[src/rtl/lut_fn_pkg.sv]
// -----------------------------------------------------------------------------
// lut_fn_pkg
//   Shared definitions for the programmable truth-table function evaluator:
//   the loader state encoding, the truth-table depth helper and the widest
//   supported function input.
// -----------------------------------------------------------------------------
package lut_fn_pkg;

  // Widest function input the evaluator is intended for (table depth 64).
  localparam int N_MAX = 6;

  // Loader / evaluator state.
  typedef enum logic [1:0] {
    UNCFG = 2'd0,
    LOAD  = 2'd1,
    READY = 2'd2
  } lut_state_e;

  // Number of truth-table entries for an n-input function.
  function automatic int tt_depth(input int n);
    return 32'sd1 << n;
  endfunction

endpackage : lut_fn_pkg

[src/rtl/lut_cfg_loader.sv]
// -----------------------------------------------------------------------------
// lut_cfg_loader
//   Serial truth-table loader. Owns the UNCFG/LOAD/READY state machine, the
//   bit counter and the table register. Bits arrive LSB (index 0) first, one
//   per accepted cfg_valid cycle; cfg_start restarts the load from index 0
//   at any time and wins over a cfg_valid in the same cycle.
//
// Ports
//   clk        in   rising-edge clock
//   rst_n      in   asynchronous active-low reset
//   cfg_start  in   begin / restart a table load
//   cfg_valid  in   cfg_bit is valid this cycle
//   cfg_bit    in   next truth-table entry
//   state      out  current (registered) state
//   tbl        out  truth table, bit i = f(i)
//   cfg_busy   out  registered, high while in LOAD
//   cfg_ready  out  registered, high while in READY
// -----------------------------------------------------------------------------
module lut_cfg_loader
  import lut_fn_pkg::*;
#(
  parameter int N = 4,
  localparam int TT_D = tt_depth(N)
) (
  input  logic            clk,
  input  logic            rst_n,
  input  logic            cfg_start,
  input  logic            cfg_valid,
  input  logic            cfg_bit,
  output lut_state_e      state,
  output logic [TT_D-1:0] tbl,
  output logic            cfg_busy,
  output logic            cfg_ready
);

  // One extra bit over the index width; the counter never needs to wrap
  // because LOAD is left when the last index is written.
  localparam int CW = $clog2(TT_D) + 1;
  localparam logic [CW-1:0] CNT_ONE  = CW'(1);
  localparam logic [CW-1:0] CNT_LAST = CW'(TT_D - 1);

  lut_state_e      state_r;
  lut_state_e      state_nxt;
  logic [CW-1:0]   cnt_r;
  logic [CW-1:0]   cnt_nxt;
  logic [TT_D-1:0] tbl_r;
  logic [TT_D-1:0] tbl_nxt;
  logic            busy_r;
  logic            ready_r;

  // Next-state, bit-counter and table-write decode.
  always_comb begin
    state_nxt = state_r;
    cnt_nxt   = cnt_r;
    tbl_nxt   = tbl_r;
    if (cfg_start) begin
      // Restart: any bit presented alongside cfg_start is dropped.
      state_nxt = LOAD;
      cnt_nxt   = '0;
    end else begin
      case (state_r)
        UNCFG: begin
          state_nxt = UNCFG;
        end
        LOAD: begin
          if (cfg_valid) begin
            tbl_nxt[cnt_r[CW-2:0]] = cfg_bit;
            cnt_nxt                = cnt_r + CNT_ONE;
            if (cnt_r == CNT_LAST) begin
              state_nxt = READY;
            end else begin
              state_nxt = LOAD;
            end
          end else begin
            state_nxt = LOAD;
          end
        end
        READY: begin
          state_nxt = READY;
        end
        default: begin
          // Unreachable encoding: fall back to the unconfigured state.
          state_nxt = UNCFG;
          cnt_nxt   = '0;
        end
      endcase
    end
  end

  // State, counter, table and status flag registers.
  always_ff @(posedge clk or negedge rst_n) begin
    if (!rst_n) begin
      state_r <= UNCFG;
      cnt_r   <= '0;
      tbl_r   <= '0;
      busy_r  <= 1'b0;
      ready_r <= 1'b0;
    end else begin
      state_r <= state_nxt;
      cnt_r   <= cnt_nxt;
      tbl_r   <= tbl_nxt;
      // Flags are registered from the next state so they track state_r exactly.
      busy_r  <= (state_nxt == LOAD);
      ready_r <= (state_nxt == READY);
    end
  end

  assign state     = state_r;
  assign tbl       = tbl_r;
  assign cfg_busy  = busy_r;
  assign cfg_ready = ready_r;

endmodule : lut_cfg_loader

[src/rtl/lut_fn_eval.sv]
// -----------------------------------------------------------------------------
// lut_fn_eval
//   Registered N-input Boolean function evaluator with a serially loaded
//   truth table. A request (in_valid) is answered one cycle later on
//   out_valid/f. Requests made before the table is complete return f=0 and
//   raise the sticky err flag, which only reset or cfg_start clears.
//
// Ports
//   clk        in   rising-edge clock
//   rst_n      in   asynchronous active-low reset
//   cfg_start  in   begin / restart a table load
//   cfg_valid  in   cfg_bit is valid this cycle
//   cfg_bit    in   truth-table entry, index order 0..2**N-1
//   cfg_busy   out  high while loading
//   cfg_ready  out  high once the table is complete
//   W          in   function input (unsigned table index)
//   En         in   function enable; f=0 when low
//   in_valid   in   evaluation request
//   f          out  registered result, holds when no request
//   out_valid  out  f is valid this cycle
//   err        out  sticky: request seen while not READY
// -----------------------------------------------------------------------------
module lut_fn_eval
  import lut_fn_pkg::*;
#(
  parameter int N = 4
) (
  input  logic         clk,
  input  logic         rst_n,
  input  logic         cfg_start,
  input  logic         cfg_valid,
  input  logic         cfg_bit,
  output logic         cfg_busy,
  output logic         cfg_ready,
  input  logic [N-1:0] W,
  input  logic         En,
  input  logic         in_valid,
  output logic         f,
  output logic         out_valid,
  output logic         err
);

  localparam int TT_D = tt_depth(N);

  lut_state_e      state;
  logic [TT_D-1:0] tbl;
  logic            ready_s;
  logic            f_r;
  logic            out_valid_r;
  logic            err_r;

  lut_cfg_loader #(
    .N (N)
  ) u_loader (
    .clk       (clk),
    .rst_n     (rst_n),
    .cfg_start (cfg_start),
    .cfg_valid (cfg_valid),
    .cfg_bit   (cfg_bit),
    .state     (state),
    .tbl       (tbl),
    .cfg_busy  (cfg_busy),
    .cfg_ready (cfg_ready)
  );

  // Registered state is used, so a request in the same cycle as the last
  // table bit still counts as not ready.
  assign ready_s = (state == READY);

  // Evaluation result and sticky error registers.
  always_ff @(posedge clk or negedge rst_n) begin
    if (!rst_n) begin
      f_r         <= 1'b0;
      out_valid_r <= 1'b0;
      err_r       <= 1'b0;
    end else begin
      if (in_valid) begin
        out_valid_r <= 1'b1;
        if (ready_s) begin
          f_r <= En & tbl[W];
        end else begin
          f_r <= 1'b0;
        end
      end else begin
        out_valid_r <= 1'b0;
        f_r         <= f_r;
      end

      // A restart clears the error even if a request arrives alongside it.
      if (cfg_start) begin
        err_r <= 1'b0;
      end else if (in_valid && !ready_s) begin
        err_r <= 1'b1;
      end else begin
        err_r <= err_r;
      end
    end
  end

  assign f         = f_r;
  assign out_valid = out_valid_r;
  assign err       = err_r;

endmodule : lut_fn_eval

[config.mk]
export PLATFORM = sky130hd
export DESIGN_NAME = lut_fn_eval
export DESIGN_NICKNAME = d
export VERILOG_FILES = /design/src/rtl/lut_fn_pkg.sv /design/src/rtl/lut_cfg_loader.sv /design/src/rtl/lut_fn_eval.sv
export SDC_FILE = /design/constraint.sdc
export NUM_CORES = 1
export LEC_CHECK = 0
export ABC_AREA = 1
export CAP_MARGIN = 10
export CELL_PAD_IN_SITES_DETAIL_PLACEMENT = 1
export CELL_PAD_IN_SITES_GLOBAL_PLACEMENT = 1
export CORE_ASPECT_RATIO = 0.6
export CORE_UTILIZATION = 41
export CTS_CLUSTER_DIAMETER = 50
export DETAILED_ROUTE_END_ITERATION = 16
export PLACE_DENSITY_LB_ADDON = 0.25
export SYNTH_ARGS = -nofsm -noshare
export SYNTH_HDL_FRONTEND = slang
export SYNTH_SLANG_ARGS = --single-unit
[constraint.sdc]
create_clock -name clk -period 2.1 [get_ports clk]
set_clock_uncertainty 0.15 [all_clocks]
set_input_delay 0.315 -clock clk [delete_from_list [all_inputs] [get_ports clk]]
set_output_delay 0.315 -clock clk [all_outputs]
set_load 0.01 [all_outputs]
* Yosys cells after proc, flatten, opt, wreduce, memory -nomap -nowiden
Index checks and enable logic that the tools add are counted. W data, S select, Z words.
Operators by class: $add $sub $neg 1, multiply operators 0, div/mod/pow operators 0, order comparisons 3, equality and inequality tests 7, shift-type cells 0, muxes and demuxes 16, bitwise logic cells 2, reduce and logical (&&, ||, !) cells 8
Operator list (number):
- $bwmux W16 | 1
- $lt A4 B5 Y1 const B | 2
- $mux W5 | 2
- $pmux W5 S2 | 1
- $mux W1 | 6
- $mux W2 | 3
- $add A5 B1 Y5 const B | 1
- $eq A5 B4 Y1 const B | 1
- $bmux W1 S4 | 1
- $demux W1 S4 | 1
- $eq A2 B1 Y1 const B | 2
- $eq A2 B2 Y1 const B | 2
- $ge A4 B1 Y1 const B | 1
- $pmux W2 S2 | 1
- $ne A3 B3 Y1 const B | 1
- $reduce_and A3 Y1 | 1
- $logic_and A1 B1 Y1 | 2
- $logic_not A2 Y1 | 1
- $ne A2 B1 Y1 const B | 1
- $reduce_and A2 Y1 | 1
- $reduce_bool A2 Y1 | 1
- $reduce_or A2 Y1 | 1
- $and A1 B1 Y1 | 1
- $logic_not A1 Y1 | 1
- $not A1 Y1 | 1
Word-level totals: bits in registers 28, bits in latches 0, memory bits (writable) 0, memory bits (read-only) 0, bits of input ports 11, output and inout port bits 5, memories 0

* Logic depth before layout (Yosys ltp)
depth after elaboration 6, depth in mapped cells 9, depth with buffers taken out 9

* By module
From an unflattened synthesis, not the netlist that was laid out.
Second synthesis, totals: cells, all modules 210, area, all modules 1607.8 um2
By module, submodules not included:
- lut_cfg_loader | instances 1, cells each 159, area an instance 1328.8 um2
- lut_fn_eval | instances 1, cells each 51, area an instance 279.0 um2

* Least setup slack after synthesis
OpenSTA, ideal clock, no wires.
kind register to register, from register u_loader.cnt_r[0], to register u_loader.busy_r (netlist: u_loader.cfg_busy), setup time 0.113 ns, arrival 1.264 ns, setup slack 0.573 ns, stages on the path, launching flop included 10, period minus slack after synthesis 1.527 ns, path through dfrtp_1 -> ha_1 -> nand2_1 -> nor2_1 -> ha_1 -> nand2_1 -> o21ai_0 -> nand3_1 -> nand2_1 -> inv_1
On the way: longest elaborated chain between the ends 6
RTL lines:
- start, declared | line lut_cfg_loader.sv:44 | logic [CW-1:0] cnt_r;
- start signal, assigned | line lut_cfg_loader.sv:100 | cnt_r <= cnt_nxt;
- $eq A5 B4 Y1 | line lut_cfg_loader.sv:69 | if (cnt_r == CNT_LAST) begin
- $mux W2 | line lut_cfg_loader.sv:69
- $mux W2 | line lut_cfg_loader.sv:66 | if (cfg_valid) begin
- $pmux W2 S2 | line lut_cfg_loader.sv:61 | case (state_r)
- $mux W2 | line lut_cfg_loader.sv:56 | if (cfg_start) begin
- $eq A2 B1 Y1 | line lut_cfg_loader.sv:103 | busy_r <= (state_nxt == LOAD);
- end signal, assigned | line lut_cfg_loader.sv:103
- end, declared | line lut_cfg_loader.sv:48 | logic busy_r;
No other way between the ends. A chain may end at the register's enable or synchronous reset.

* Worst setup path after layout
Ends and elaborated chain as after synthesis.

==> impl_metrics.json <==
{
  "cts_max_path_buffers": 2,
  "synth-main-ff-cell": "dfrtp_1",
  "dr.first_iter.drc_count": 87,
  "synth-edff-count": 0,
  "floorplan.rows": 16,
  "grt_pass1_vias": 1269,
  "synthTopCellsByCount": "nand2_1, inv_1, dfrtp_1, nor2_1, nand3_1",
  "rr_worst_depth": 9,
  "place_congestion": 0.876,
  "fillers": 423,
  "ys_types": 18,
  "via_per_inst": 5.09,
  "cts.sinks": 28,
  "hold_class": "in2async",
  "seq_area_um2": 701,
  "ctsHtreeMaxLevel": 1,
  "placed_area_um2": 1690,
  "p_per_area_nw_per_um2": 733,
  "wire_per_inst_um": 15.7,
  "grt_max_degree": 29,
  "drv_slew": 0,
  "ff2ff_setup_slack_ns": 0.34,
  "cts_tree": "done",
  "cp_max_fo": 4,
  "portBuffers": 15,
  "max_slew_margin": 0.662,
  "clock_latency_ns": 0.28,
  "die_width_um": 79.9,
  "core_area_um2": 3360,
  "ys_seq_area_frac": 0.469,
  "rr_startpoint": "u_loader.cnt_r[0]",
  "rsz0062_at_grt": "false",
  "fin_crit_sh": 0.836,
  "crit_type": "reg2reg",
  "pin_count": 16,
  "syn_area_um2": 1490,
  "rr_endpoint": "u_loader.cfg_busy",
  "drcViolationCount": 0,
  "hpwl_um": 3040,
  "switchingPower_w": 0.000364,
  "status": "finished clean",
  "leakage_nw": 0.840,
  "synthCells": 193,
  "clk_pin_slew_ns": 0.10,
  "grt_antenna_before_repair": 0,
  "cts_root_buf": "clkbuf_8",
  "switching_share": 0.281,
  "syn_avg_cell_area_um2": 7.73,
  "antenna_cells": 0,
  "worstSetupEndpointType": "flop",
  "finalSetupViolations": 0,
  "synth_area_leaders": "dfrtp_1, nand2_1, inv_1",
  "yosysWarnings": 0,
  "tns_ns": 0,
  "fin_nets": 231,
  "grt_usage": 0.224,
  "p_int_w": 0.000930,
  "fmax_mhz": 569,
  "tightestPinTransition_ns": 0.506,
  "areaGrowthSynthToFinish_pct": 18.3,
  "final.min_clock_period_ns": 1.76,
  "async_flop_share": 1.00,
  "seq_power_share": 0.480,
  "synth_nets": 212,
  "ys_seq_elements": 28,
  "ir_drop_mv": 0.333,
  "die-area_um2": 3890,
  "cts_inserted_buffers": 3,
  "cp-start-kind": "flop",
  "die_h_um": 48.7,
  "critPathRequiredTime_ns": 2.13,
  "yosysMostFrequentCell": "nand2_1",
  "cts-resized-gates": 0,
  "synthDominantAreaCellType": "dfrtp_1",
  "synth_top_area_frac": 0.469,
  "start_util": 0.444,
  "hold_viol": 0,
  "cts_setup_buffers": 0,
  "fin_area_um2": 1770,
  "via_count": 1303,
  "ant_nets": 0,
  "crit_arrival_ns": 1.79,
  "drive_gt1_frac": 0.0664,
  "holdBufCountCts": 0,
  "drt_pass1_iterations": 4,
  "totalWireLength_um": 4030,
  "maxCapViolations": 0,
  "multi_input_area_um2": 652,
  "clock_power_share": 0.338,
  "p_comb_frac": 0.182,
  "grt-ovfl-total": 0,
  "grt_pass1_wl_um": 6430
}
logic make-up after synthesis:
family	after synthesis	synth area share
compound gates	24	0.0838
fa+ha+maj	8	0.0671
simple gates	96	0.280
buf+inv	36	0.0939
xor+xnor	1	0.00587
flops	28	0.469
per-layer routing:
metal,vias up,wire (um),share of wire,track usage
met2,34,1820,0.45,0.336
met3,4,255,0.063,0.0453
li1,633,-,-,-
met1,632,1940,0.48,0.339
met4,0,17,0.0042,0.0357
met5,-,0,0,0
power groups by stage:
| stage | clock, W | combinational (W) | sequential [W] |
|---|---|---|---|
| 5_1_grt | 0.000463 | 0.000259 | 0.000627 |
| 3_5_place_dp | 0 | 0.000230 | 0.000631 |
| 6_report | 0.000437 | 0.000236 | 0.000621 |
| 4_1_cts | 0.000443 | 0.000236 | 0.000621 |
| 3_3_place_gp | 0 | 0.000215 | 0.000629 |
| 2_1_floorplan | 0 | 0.000132 | 0.000624 |
flip-flops by register name (all words and copies together) (netlist names):
signal,flops
f,1
err,1
u_loader.state,2
out_valid,1
u_loader.cnt_r,5
u_loader.tbl,16
u_loader.cfg_ready,1
u_loader.cfg_busy,1
placed cells by master (no fill, tap or decap), drive strengths merged:
cell           Yosys  routed
a21oi              1       1
xor2               1       1
dfrtp             28      28
bufinv             0       1
o22ai              2       2
o21ai             20      20
a22oi              1       1
nand3             20      20
nor2              22      22
nand3b             1       1
clkdlybuf4s50      0      15
ha                 8       8
nand2             53      53
buf                2       1
inv               34      34
clkbuf             0       3
through the flow:
stage | total power (W) | setup slack, ns | hold WS (ns) | utilization | cells
after global placement | 0.000844 | 0.292 | 0.316 | 0.504 | 252
final | 0.00129 | 0.343 | 0.249 | 0.525 | 256
after floorplan | 0.000756 | 0.573 | -0.131 | - | 193
after global routing | 0.00135 | 0.184 | 0.273 | 0.525 | 256
after detailed placement | 0.000861 | 0.220 | 0.328 | 0.504 | 252
after CTS | 0.00130 | 0.336 | 0.260 | 0.525 | 256
worst max-delay path by stage:
stage,startpoint,to,slack [ns],depth (start not counted)
floorplan,u_loader.cnt_r[0],u_loader.cfg_busy,0.57,9
global placement,W[0],f,0.29,9
detailed placement,W[0],f,0.22,9
CTS,u_loader.cnt_r[0],u_loader.cfg_ready,0.34,8
global route,u_loader.cnt_r[1],u_loader.cfg_busy,0.18,9
finish,u_loader.cnt_r[0],u_loader.cfg_busy,0.34,9
critical path, cell delays in order, from the launching register on:
cell,delay (ns)
dfrtp_1,0.42
ha_1,0.26
nand2_1,0.12
nor2_1,0.11
ha_1,0.15
nand2_1,0.06
o21ai_0,0.14
nand3_1,0.13
nand2_1,0.08
inv_1,0.04
layout make-up:
class,count,area share
timing repair buffer,16,0.0893
tap,45,0.0319
clock buffer,3,0.0234
clock inverter,1,0.0170
inverter,34,0.0723
multi-input combinational,129,0.369
sequential,28,0.397
Power figures use the tool's default switching activity.
